[src/rtl/alu_writeback.sv]
// Execute-to-writeback stage: 2-entry in-order result buffer feeding the
// register-file write port, plus the architectural flag register and hazard mask.
module alu_writeback #(
  parameter int DEPTH = 2,
  parameter int NREGS = 16
) (
  input  logic                     clk,
  input  logic                     rst_n,
  input  logic                     in_valid,
  output logic                     in_ready,
  input  logic [4:0]               in_uop,
  input  logic [$clog2(NREGS)-1:0] in_rd,
  input  logic [31:0]              in_result,
  input  logic [3:0]               in_flags,
  input  logic                     in_setf,
  input  logic                     flush,
  output logic                     wr_valid,
  input  logic                     wr_ready,
  output logic [$clog2(NREGS)-1:0] wr_addr,
  output logic [31:0]              wr_data,
  output logic [3:0]               flags_q,
  output logic [NREGS-1:0]         busy_mask,
  output logic                     err_illegal
);

  localparam int AW = $clog2(NREGS);
  localparam logic [4:0] UOP_NOP = 5'd0;
  localparam logic [4:0] UOP_CMP = 5'd5;
  localparam logic [4:0] UOP_MAX = 5'd8;
  localparam logic [NREGS-1:0] ONE_HOT0 = {{(NREGS-1){1'b0}}, 1'b1};

  typedef struct packed {
    logic [4:0]    uop;
    logic [AW-1:0] rd;
    logic [31:0]   result;
    logic [3:0]    flags;
    logic          setf;
  } entry_t;

  entry_t            slot_r [2];
  entry_t            slot_s [2];
  logic              hd_r, hd_s;
  logic [1:0]        count_r, count_s;
  entry_t            head_s, next_head_s;
  logic              accept_s, retire_s, push_s;
  logic              wr_valid_s, in_ready_s, err_s;
  logic [AW-1:0]     wr_addr_s;
  logic [31:0]       wr_data_s;
  logic [3:0]        flags_s;
  logic [NREGS-1:0]  busy_s;

  // Next buffer state and the registered-output values derived from it.
  always_comb begin
    slot_s      = slot_r;
    hd_s        = hd_r;
    count_s     = count_r;
    head_s      = slot_r[hd_r];
    accept_s    = in_valid && in_ready;
    push_s      = accept_s && (in_uop != UOP_NOP) && (in_uop <= UOP_MAX) && !flush;
    retire_s    = 1'b0;
    flags_s     = flags_q;
    err_s       = err_illegal;
    busy_s      = {NREGS{1'b0}};

    // CMP heads drain without a register write; write heads wait for the port.
    if (count_r != 2'd0) begin
      if (head_s.uop == UOP_CMP) begin
        retire_s = 1'b1;
      end else begin
        retire_s = wr_ready;
      end
    end else begin
      retire_s = 1'b0;
    end

    if (retire_s && (head_s.setf || (head_s.uop == UOP_CMP))) begin
      flags_s = head_s.flags;
    end else begin
      flags_s = flags_q;
    end

    if (accept_s && (in_uop > UOP_MAX)) begin
      err_s = 1'b1;
    end else begin
      err_s = err_illegal;
    end

    if (flush) begin
      hd_s    = 1'b0;
      count_s = 2'd0;
    end else begin
      if (push_s) begin
        slot_s[hd_r ^ count_r[0]] = {in_uop, in_rd, in_result, in_flags, in_setf};
      end else begin
        slot_s[hd_r ^ count_r[0]] = slot_r[hd_r ^ count_r[0]];
      end
      hd_s    = hd_r ^ retire_s;
      count_s = count_r + {1'b0, push_s} - {1'b0, retire_s};
    end

    next_head_s = slot_s[hd_s];
    wr_valid_s  = (count_s != 2'd0) && (next_head_s.uop != UOP_CMP);
    if (wr_valid_s) begin
      wr_addr_s = next_head_s.rd;
      wr_data_s = next_head_s.result;
    end else begin
      wr_addr_s = wr_addr;
      wr_data_s = wr_data;
    end

    for (int i = 0; i < 2; i++) begin
      if ((2'(i) < count_s) && (slot_s[hd_s ^ 1'(i)].uop != UOP_CMP)) begin
        busy_s = busy_s | (ONE_HOT0 << slot_s[hd_s ^ 1'(i)].rd);
      end else begin
        busy_s = busy_s;
      end
    end

    in_ready_s = (count_s < 2'(DEPTH));
  end

  // State and output registers.
  always_ff @(posedge clk or negedge rst_n) begin
    if (!rst_n) begin
      for (int i = 0; i < 2; i++) slot_r[i] <= '0;
      hd_r        <= 1'b0;
      count_r     <= 2'd0;
      in_ready    <= 1'b1;
      wr_valid    <= 1'b0;
      wr_addr     <= {AW{1'b0}};
      wr_data     <= 32'd0;
      flags_q     <= 4'd0;
      busy_mask   <= {NREGS{1'b0}};
      err_illegal <= 1'b0;
    end else begin
      for (int i = 0; i < 2; i++) slot_r[i] <= slot_s[i];
      hd_r        <= hd_s;
      count_r     <= count_s;
      in_ready    <= in_ready_s;
      wr_valid    <= wr_valid_s;
      wr_addr     <= wr_addr_s;
      wr_data     <= wr_data_s;
      flags_q     <= flags_s;
      busy_mask   <= busy_s;
      err_illegal <= err_s;
    end
  end

endmodule

[config.mk]
export PLATFORM = sky130hd
export DESIGN_NAME = alu_writeback
export DESIGN_NICKNAME = d
export VERILOG_FILES = /design/src/rtl/alu_writeback.sv
export SDC_FILE = /design/constraint.sdc
export NUM_CORES = 1
export LEC_CHECK = 0
export CAP_MARGIN = 20
export CORE_MARGIN = 4
export CORE_UTILIZATION = 25
export CTS_BUF_LIST = sky130_fd_sc_hd__clkbuf_16
export CTS_CLUSTER_DIAMETER = 30
export DETAILED_ROUTE_END_ITERATION = 12
export HOLD_SLACK_MARGIN = 0.12
export SLEW_MARGIN = 20
export SYNTH_ARGS = -nofsm -noshare
export SYNTH_HDL_FRONTEND = slang
export SYNTH_SLANG_ARGS = --single-unit
export TNS_END_PERCENT = 5
[constraint.sdc]
create_clock -name clk -period 3.57 [get_ports clk]
set_clock_uncertainty 0.2 [all_clocks]
set_input_delay 0.714 -clock clk [delete_from_list [all_inputs] [get_ports clk]]
set_output_delay 0.714 -clock clk [all_outputs]
set_load 0.01 [all_outputs]
==> reports/summary.txt, run 1 <==
Outcome: finished, final reports clean
Syn-to-layout area delta: 37.8%
First-pass GRT wire length: 28,200 microns
Crit path launch type: input pin
Crit path required time: 3.71 ns
Total GRT Usage: 0.116
Height of the die: 174 microns
CTS clk-pin slew, worst paths: 0.06 ns
Relative slew margins: 0.540
Maximum clock frequency: 291 MHz
Setup TNS: 0 ns
Max-slew violations: 0
Share of layout cells above drive strength 1: 0.285
R2r setup slk: 0.28 ns
Synth Net Count: 576
Pwr per Cell Area: 853 nW/um^2
Sequential cell area: 3850 sq um
Max FO, Critical Path: 12
Number of flops mapped to enable cells by yosys: 0
Psw: 0.00273 W
Avg Inst Size Synth: 13.2 sq um
CTS Buf Count: 17
Finished Core Util: 0.351
Core area: 27,100 sq um
Post CTS Setup Buffer Count: 0
CTS tree: yes
Final #Nets: 746
Wirelength per Cell: 15.8 microns
Max Cap Viol: 0
Final worst path period share: 0.961
Worst slew pin tran: 0.690 ns
Largest net degree at the start of global routing: 72
CP Class: in -> reg
Clock share of power: 0.222
Switching share of power: 0.337
Clock root cell: clkbuf_16
Tmin final: 3.43 ns
Total Die Area: 30,400 sq um
Port bufs: 109
VDD IR max: 0.000350 V
Finished Cell Area: 9520 sq um
Final hold violations: 0
Post-CTS sizing: 0
GR Overflow Total: 0
ANT cells: 0
Final setup vio count: 0
Initial Utilization: 0.255
CP Capture Type: flip-flop
Vias after detailed routing: 4,733
Die Width: 174 microns
Logic pwr share: 0.428
DRT iter0 DRCs: 274
RSZ-0062 raised after global routing: true
Via count of the first global-routing pass: 5,185
First-pass iteration count of the detailed router: 5
Cells after synthesis: 523
Worst EP arrival: 3.57 ns
Seq pwr share: 0.351
Via/cell ratio: 4.39
Total power: 0.00812 W
Fillers: 2,674
DP Area: 8930 sq um
LEAKAGE: 4.31 nW
Sink Count: 154
IO Count: 110
Share of synthesized flip-flops with an asynchronous set or reset: 1.00
# rows: 60
Initial antenna violation count: 0
Worst skew pair latency: 0.42 ns
Internal power: 0.00539 W
Worst-case reg-to-reg path depth: 14
Hold crit path type: reg -> reg
H-tree Lvls: 4
Hold depth: 1
Detailed Place HPWL: 12,000 microns
Longest Clk Path Bufs: 2
Commonest non-fill, non-tap cells in the layout: 153 x dfrtp_1, 108 x clkdlybuf4s50_1, 78 x mux2_2
Ys flop type: dfrtp_1
Count of cell types in the netlist: 62
Final Wtd Congestion: 0.799
Yosys reg bits: 154
Routed Antenna Nets: 0
Sequential area share after synthesis: 0.558
Synth warnings: 0
Multi-input combinational cell area: 2790 sq um
Most common cell after layout, fill and taps aside: dfrtp_1
Mapped Area: 6910 sq um
Routed Wire Length: 17,100 microns
Post-route DRC violation count: 0
Yosys cell counts (all sizes together), types with 2 or more instances:
master,n,area share
nor2b,6,0.0058
a21o,2,0.0022
a32oi,3,0.0038
nand3,7,0.0058
o21ai,6,0.0043
mux2,81,0.13
ha,2,0.0036
buf,21,0.020
nor2,16,0.0087
a32o,6,0.0087
o32ai,12,0.015
a31oi,6,0.0054
o311ai,2,0.0025
nand3b,2,0.0022
mux2i,77,0.11
o31ai,5,0.0054
clkbuf,4,0.0022
a21oi,10,0.0072
nand2,6,0.0033
a2bb2oi,2,0.0034
or3,3,0.0027
a22oi,3,0.0033
nor3,8,0.0065
dfrtp,153,0.55
clkinv,2,0.0011
xor2,2,0.0025
o31a,2,0.0025
nor3b,2,0.0036
inv,42,0.023
xnor2,2,0.0036
a211oi,2,0.0022
nor4,3,0.0092
o21a,3,0.0033
o2bb2ai,3,0.0038
final timing paths:
path,startpoint,to
min in group asynchronous,rst_n,wr_data[24]
setup reg to reg,hd_r,wr_data[16]
hold / removal,err_illegal,err_illegal
setup / recovery,in_uop[1],wr_data[16]
max in group asynchronous,rst_n,flags_q[2]
hold reg to reg,err_illegal,err_illegal
layer usage:
layer	global-route usage	up-vias	part of all wire
met5	0	-	0
met4	0.0333	0	0.0097
met3	0.0296	11	0.044
met2	0.184	100	0.47
met1	0.156	2384	0.48
li1	-	2238	-
stage by stage:
stage                     setup slack (ns)  hold WS, ns  cells
after floorplan                     0.0251        0.218    523
after global placement              -0.303        0.256   1045
after detailed placement            -0.302        0.255   1045
after CTS                            0.141        0.267   1078
after global routing              -0.00284        0.271   1078
final                                0.138        0.262   1078
power groups by stage:
stage / combinational [W] / sequential (W) / clock (W)
after detailed placement: 0.00351 / 0.00288 / 0
after CTS: 0.00352 / 0.00286 / 0.00187
after floorplan: 0.00200 / 0.00290 / 0
after global routing: 0.00382 / 0.00294 / 0.00194
final: 0.00347 / 0.00285 / 0.00180
after global placement: 0.00345 / 0.00287 / 0
what timing repair did:
action,4_1_cts,5_1_grt
endpoints found under the setup margin,0,1
hold buffers,1,0
hold endpoints to repair,4,0
logic make-up after synthesis:
| family | synth area share |
|---|---|
| AOI/OAI and AO/OA | 0.0835 |
| DFF | 0.558 |
| and+or+nand+nor | 0.0581 |
| xor gates and xnor gates | 0.00616 |
| buffers and inverters | 0.0464 |
| adders and majority gates | 0.00362 |
| muxes | 0.244 |
critical path, cell delays in order:
cell             delay (ns)
clkdlybuf4s50_1        0.44
o31a_1                 0.32
or3_1                  0.33
ha_1                   0.30
inv_1                  0.09
ha_4                   0.19
nor2b_4                0.12
or2_4                  0.25
and3_4                 0.17
nor2b_4                0.14
buf_12                 0.16
buf_12                 0.16
mux2i_1                0.19
flip-flops by register name, summed over array words and instances (netlist names), named ones only:
signal,cells
slot_r,82
wr_data,32
count_r,2
wr_valid,1
wr_addr,4
in_ready,1
err_illegal,1
hd_r,1
busy_mask,16
flags_q,4
layout make-up:
class                      count  share of cell area
clock buffer                  17              0.0447
multi-input combinational    300               0.293
sequential                   154               0.405
timing repair buffer         176               0.174
clock inverter                15              0.0164
inverter                      44              0.0173
tap                          372              0.0489
Power figures use the tool's default switching activity.
==> run 2: changes to the inputs <==
- CTS_CLUSTER_SIZE: not set -> 20
- clock period: 3.57 -> 4.2 ns (I/O delays scaled with it)
==> run 2 against run 1 <==
Net effect: non-clock buffer count is 32 lower; count of clock-buffer cells in the layout stayed put; via count is 2.9% lower; worst setup slack better by 0.19 ns; register-to-register slack better by 0.51 ns; sequential power is 16% lower; highest routed layer unchanged.
==> reports/summary.txt, run 2 (same netlist as run 1, synthesis figures left out) <==
Outcome: finished, final reports clean
Hold crit path type: in -> async
CP Cell Sequence: clkdlybuf4s50_1, o31a_1, or3_1, ha_1, inv_1, ha_1, xnor2_1, nor2_1, or2_2, and3_1, nor2b_4, buf_12, mux2i_1
Pwr per Cell Area: 710 nW/um^2 (-17%)
Longest Clk Path Bufs: 2 (unchanged)
First-pass iteration count of the detailed router: 4 (-1)
Setup TNS: 0 ns (unchanged)
Via count of the first global-routing pass: 4,945 (-4.6%)
Number of flip-flops in the largest register: 82 (unchanged)
H-tree Lvls: 4 (unchanged)
Most common cell after layout, fill and taps aside: dfrtp_1
LEAKAGE: 4.11 nW (-4.7%)
Cell count along the critical path: 13 (unchanged)
ANT cells: 0 (unchanged)
Worst-case reg-to-reg path depth: 13 (-1)
Final #Nets: 714 (-4.3%)
CP Capture Type: flip-flop
Clock root cell: clkbuf_16
Worst EP arrival: 4.00 ns (+0.43 ns)
Initial Utilization: 0.255 (unchanged)
Final hold violations: 0 (unchanged)
Vias after detailed routing: 4,597 (-2.9%)
Final Wtd Congestion: 0.782 (-2.2%)
Port bufs: 109 (unchanged)
Max-slew violations: 0 (unchanged)
Detailed Place HPWL: 11,400 microns (-4.8%)
Top layer in use: met4
Routed Wire Length: 16,700 microns (-2.5%)
Post CTS Setup Buffer Count: 0 (unchanged)
Top reg by flops: slot_r
CP delay by family, top: simple AND/OR/NAND/NOR gates
First-pass GRT wire length: 26,700 microns (-5.4%)
Internal power: 0.00432 W (-20%)
Met2 wire length: 7830 microns (-1.5%)
Switching share of power: 0.335 (-0.00121)
Psw: 0.00218 W (-20%)
Slowest-stage cell, CP: clkdlybuf4s50_1
VDD IR max: 0.000284 V (-19%)
Seq pwr share: 0.370 (+0.019)
# rows: 60 (unchanged)
Commonest non-fill, non-tap cells in the layout: 153 x dfrtp_1, 108 x clkdlybuf4s50_1, 78 x mux2_2
Largest regs: slot_r: 82 flops, wr_data: 32 flops, busy_mask: 16 flops
Wirelength per Cell: 15.9 microns (+0.53%)
DRT iter0 DRCs: 237 (-14%)
Minimum hold slack: 0.241 ns (-0.0207 ns)
Crit path launch type: input pin
Height of the die: 174 microns (unchanged)
Fillers: 2,697 (+0.86%)
Worst slew pin tran: 0.695 ns (+0.00576 ns)
CTS Hold Buffers Added: 0 (-1)
Via/cell ratio: 4.39 (about the same)
Maximum clock frequency: 258 MHz
Tmin final: 3.87 ns
Max FO, Critical Path: 21 (+9)
Wire length on met1: 7650 microns (-6.9%)
Critical path's largest stage delay: 0.44 ns (about the same)
Finished Cell Area: 9150 sq um (-3.9%)
Initial antenna violation count: 0 (unchanged)
Cell mode on critical path: ha_1
Core area: 27,100 sq um (unchanged)
Die Width: 174 microns (unchanged)
Clock share of power: 0.218 (-0.004)
Final setup vio count: 0 (unchanged)
GR Overflow Total: 0 (unchanged)
Relative slew margins: 0.535 (-0.00541)
Routed Antenna Nets: 0 (unchanged)
Share of layout cells above drive strength 1: 0.233 (-0.0518)
Post-route DRC violation count: 0 (unchanged)
CTS tree: yes
Syn-to-layout area delta: 32.4%
RSZ-0062 raised after global routing: false
Final worst path period share: 0.921
IO Count: 110 (unchanged)
Sink Count: 154 (unchanged)
Post-CTS sizing: 0 (unchanged)
Max Cap Viol: 0 (unchanged)
Largest net degree at the start of global routing: 68 (-5.6%)
Total GRT Usage: 0.111 (-0.00508)
CTS Buf Count: 17 (unchanged)
CTS clk-pin slew, worst paths: 0.06 ns (about the same)
CP Class: in -> reg
Total Die Area: 30,400 sq um (unchanged)
Logic pwr share: 0.412 (-0.016)
Met3 wire length: 992 microns (+34%)
Worst skew pair latency: 0.41 ns (about the same)
CP bufs+invs: 3 (-1)
Crit path required time: 4.34 ns (+0.63 ns)
DP Area: 8610 sq um (-3.6%)
## run 2: routing by layer
layer	up-vias	track usage
met5	-	0
li1	2163	-
met2	112	0.178
met3	11	0.0409
met1	2311	0.141
met4	0	0.0277
## run 2: worst paths after layout
check	start	to	slack (ns)
setup / recovery	in_uop[2]	wr_data[14]	0.33
hold / removal	rst_n	asynchronous set/reset pin	0.24
setup reg to reg	hd_r	wr_data[14]	0.79
hold reg to reg	err_illegal	err_illegal	0.26
max in group asynchronous	rst_n	busy_mask[7]	2.64
min in group clk	err_illegal	err_illegal	0.26
## run 2: through the flow
step           instances  worst slack [ns]  total power (W)  utilization
2_1_floorplan        523             0.255          0.00411            -
3_3_place_gp        1014           -0.0858          0.00511        0.318
3_5_place_dp        1014           -0.0955          0.00515        0.318
4_1_cts             1046             0.320          0.00661        0.338
5_1_grt             1046             0.171          0.00696        0.338
6_report            1046             0.331          0.00649        0.338
## run 2: area by class of cell
type | count | area [sq um] | area share
Clock buffer | 17 | 425 | 0.0465
Multi-Input combinational cell | 300 | 2750 | 0.300
Sequential cell | 154 | 3850 | 0.421
Inverter | 44 | 165 | 0.0181
Clock inverter | 15 | 111 | 0.0122
Tap cell | 372 | 465 | 0.0509
Timing Repair Buffer | 144 | 1380 | 0.151
## run 2: power groups by stage
stage / sequential [W] / clock (W) / combinational [W]
floorplan: 0.00246 / 0 / 0.00165
global placement: 0.00243 / 0 / 0.00268
detailed placement: 0.00243 / 0 / 0.00272
CTS: 0.00241 / 0.00147 / 0.00273
global route: 0.00248 / 0.00153 / 0.00294
finish: 0.00240 / 0.00141 / 0.00268
==> run 3: changes to the inputs <==
- CORE_MARGIN: 4 -> not set
- CTS_BUF_LIST: sky130_fd_sc_hd__clkbuf_16 -> sky130_fd_sc_hd__clkbuf_4
==> run 3 against run 2 <==
Net effect: via count is 0.15% lower; cell area is 2.7% lower; sequential cell count stayed put; core utilization is 0.81 points lower; sequential share of layout area is 1.2 points higher; critical path depth is 1 higher; die area is 6.8% lower; critical endpoint is now wr_data[21]; largest cell class unchanged; largest power group unchanged; highest routed layer unchanged.
==> reports/summary.txt, run 3 (same netlist as run 1, synthesis figures left out) <==
Crit path launch type: input pin
Final Wtd Congestion: 0.879 (+12%)
DRT iter0 DRCs: 248 (+4.6%)
Finished Core Util: 0.329 (-0.00814)
Max FO, Critical Path: 10 (-52%)
Via/cell ratio: 4.51 (+2.7%)
Sequential cell area: 3850 sq um (unchanged)
H-tree Lvls: 4 (unchanged)
ANT cells: 0 (unchanged)
Setup TNS: 0 ns (unchanged)
First-pass iteration count of the detailed router: 4 (unchanged)
CP Class: in -> reg
Tmin final: 3.67 ns (-0.204 ns)
Syn-to-layout area delta: 28.9%
Multi-input combinational cell area: 2750 sq um (unchanged)
Met3 wire length: 917 microns (-7.6%)
Outcome: finished, final reports clean
CTS Hold Buffers Added: 0 (unchanged)
Port bufs: 109 (unchanged)
Final worst path period share: 0.873 (-0.0485)
Wirelength per Cell: 16.0 microns (+0.28%)
Initial antenna violation count: 0 (unchanged)
Share of layout cells above drive strength 1: 0.243 (+0.00967)
Initial Utilization: 0.256 (+0.000708)
Worst skew pair latency: 0.55 ns (+0.14 ns)
VDD IR max: 0.000338 V (+19%)
Hold crit path type: in -> async
Most common cell after layout, fill and taps aside: dfrtp_1
Post CTS Setup Buffer Count: 0 (unchanged)
Longest Clk Path Bufs: 2 (unchanged)
Largest net degree at the start of global routing: 94 (+38%)
CTS clk-pin slew, worst paths: 0.14 ns (+0.08 ns)
Placed cell count: 985 (-2.9%)
R2r setup slk: 0.61 ns (-0.18 ns)
Final Non-Filler Cells: 1,017 (-2.8%)
Max Cap Viol: 0 (unchanged)
LEAKAGE: 4.01 nW (-2.3%)
Commonest non-fill, non-tap cells in the layout: 153 x dfrtp_1, 108 x clkdlybuf4s50_1, 78 x mux2_2
Final setup vio count: 0 (unchanged)
GR Overflow Total: 0 (unchanged)
Final hold violations: 0 (unchanged)
Relative slew margins: 0.419 (-0.116)
RSZ-0062 raised after global routing: false
# rows: 60 (unchanged)
Worst-case reg-to-reg path depth: 14 (+1)
Top reg by flops: slot_r
Die Width: 168 microns (-3.4%)
Clock root cell: clkbuf_4
Routed Wire Length: 16,200 microns (-2.5%)
Crit path capture: wr_data[21]
R2r endpoint: wr_data[21]
Via count of the first global-routing pass: 4,946 (+0.020%)
Top layer in use: met4
R2R Path Start: hd_r
Finished Cell Area: 8900 sq um (-2.7%)
Largest regs: slot_r: 82 flops, wr_data: 32 flops, busy_mask: 16 flops
Maximum clock frequency: 273 MHz (+5.6%)
Worst slew pin tran: 0.871 ns (+0.176 ns)
DP Area: 8610 sq um (about the same)
Max-slew violations: 0 (unchanged)
Post-CTS sizing: 0 (unchanged)
Post-route DRC violation count: 0 (unchanged)
Total GRT Usage: 0.122 (+0.0110)
Final #Nets: 716 (+0.28%)
Height of the die: 168 microns (-3.4%)
IO Count: 110 (unchanged)
Sink Count: 154 (unchanged)
Core area: 27,000 sq um (-0.28%)
Met2 wire length: 7720 microns (-1.3%)
Detailed Place HPWL: 11,200 microns (-1.6%)
Wire length on met1: 7460 microns (-2.5%)
CTS tree: yes
Total Die Area: 28,300 sq um (-6.8%)
Vias after detailed routing: 4,590 (-0.15%)
Routed Antenna Nets: 0 (unchanged)
CP Capture Type: flip-flop
CTS Buf Count: 17 (unchanged)
Pwr per Cell Area: 683 nW/um^2 (-3.9%)
First-pass GRT wire length: 26,700 microns (+0.34%)
Crit path required time: 4.48 ns (+0.14 ns)
Number of flip-flops in the largest register: 82 (unchanged)
Fillers: 2,717 (+0.74%)
Critical Path Start: in_uop[2]
Worst EP arrival: 3.95 ns (-0.05 ns)
==> run 3: area by class of cell <==
cell class,instances,share of cell area
clock buffers,17,0.0143
repair buffers,146,0.160
inverters,44,0.0186
flip-flops and latches,154,0.433
well taps,341,0.0479
multi-input cells,300,0.308
clock inverters,15,0.0183
==> run 3: worst min-delay path by stage <==
stage                 from          end  slack, ns  cells after the start
2_1_floorplan   slot_r[91]   slot_r[91]       0.26                      1
6_report             rst_n   flags_q[0]       0.15                      1
4_1_cts              rst_n   flags_q[0]       0.13                      1
3_5_place_dp   err_illegal  err_illegal       0.26                      1
5_1_grt              rst_n   flags_q[0]       0.15                      1
3_3_place_gp   err_illegal  err_illegal       0.25                      1
==> run 3: through the flow <==
stage	setup WS, ns	total power, W	hold slack, ns
finish	0.534	0.00608	0.145
global route	0.297	0.00655	0.151
CTS	0.557	0.00619	0.133
detailed placement	-0.0211	0.00520	0.259
global placement	-0.0101	0.00514	0.253
floorplan	0.255	0.00411	0.265
==> run 3: power by group <==
group,total (W),leakage (nW),internal (W),switching (W)
sequential,0.00240,1.94,0.00213,0.000277
combinational,0.00272,1.92,0.00142,0.00130
clock,0.000950,0.151,0.000366,0.000584
total,0.00608,4.01,0.00392,0.00216
==> run 3: routing by layer <==
| metal | global-route usage | up-vias |
|---|---|---|
| met1 | 0.155 | 2312 |
| met5 | 0 | - |
| met3 | 0.0386 | 10 |
| met4 | 0.0360 | 0 |
| met2 | 0.196 | 101 |
| li1 | - | 2167 |
==> run 3: worst max-delay path, stage by stage <==
cell and delay [ns]:
clkdlybuf4s50_1 0.43, o31a_1 0.33, or3_1 0.41, ha_1 0.29, inv_1 0.04, ha_1 0.18, xnor2_1 0.17, nor2_1 0.07
or2_2 0.32, and3_1 0.21, nor2b_4 0.14, buf_12 0.16, buf_4 0.17, mux2i_1 0.20
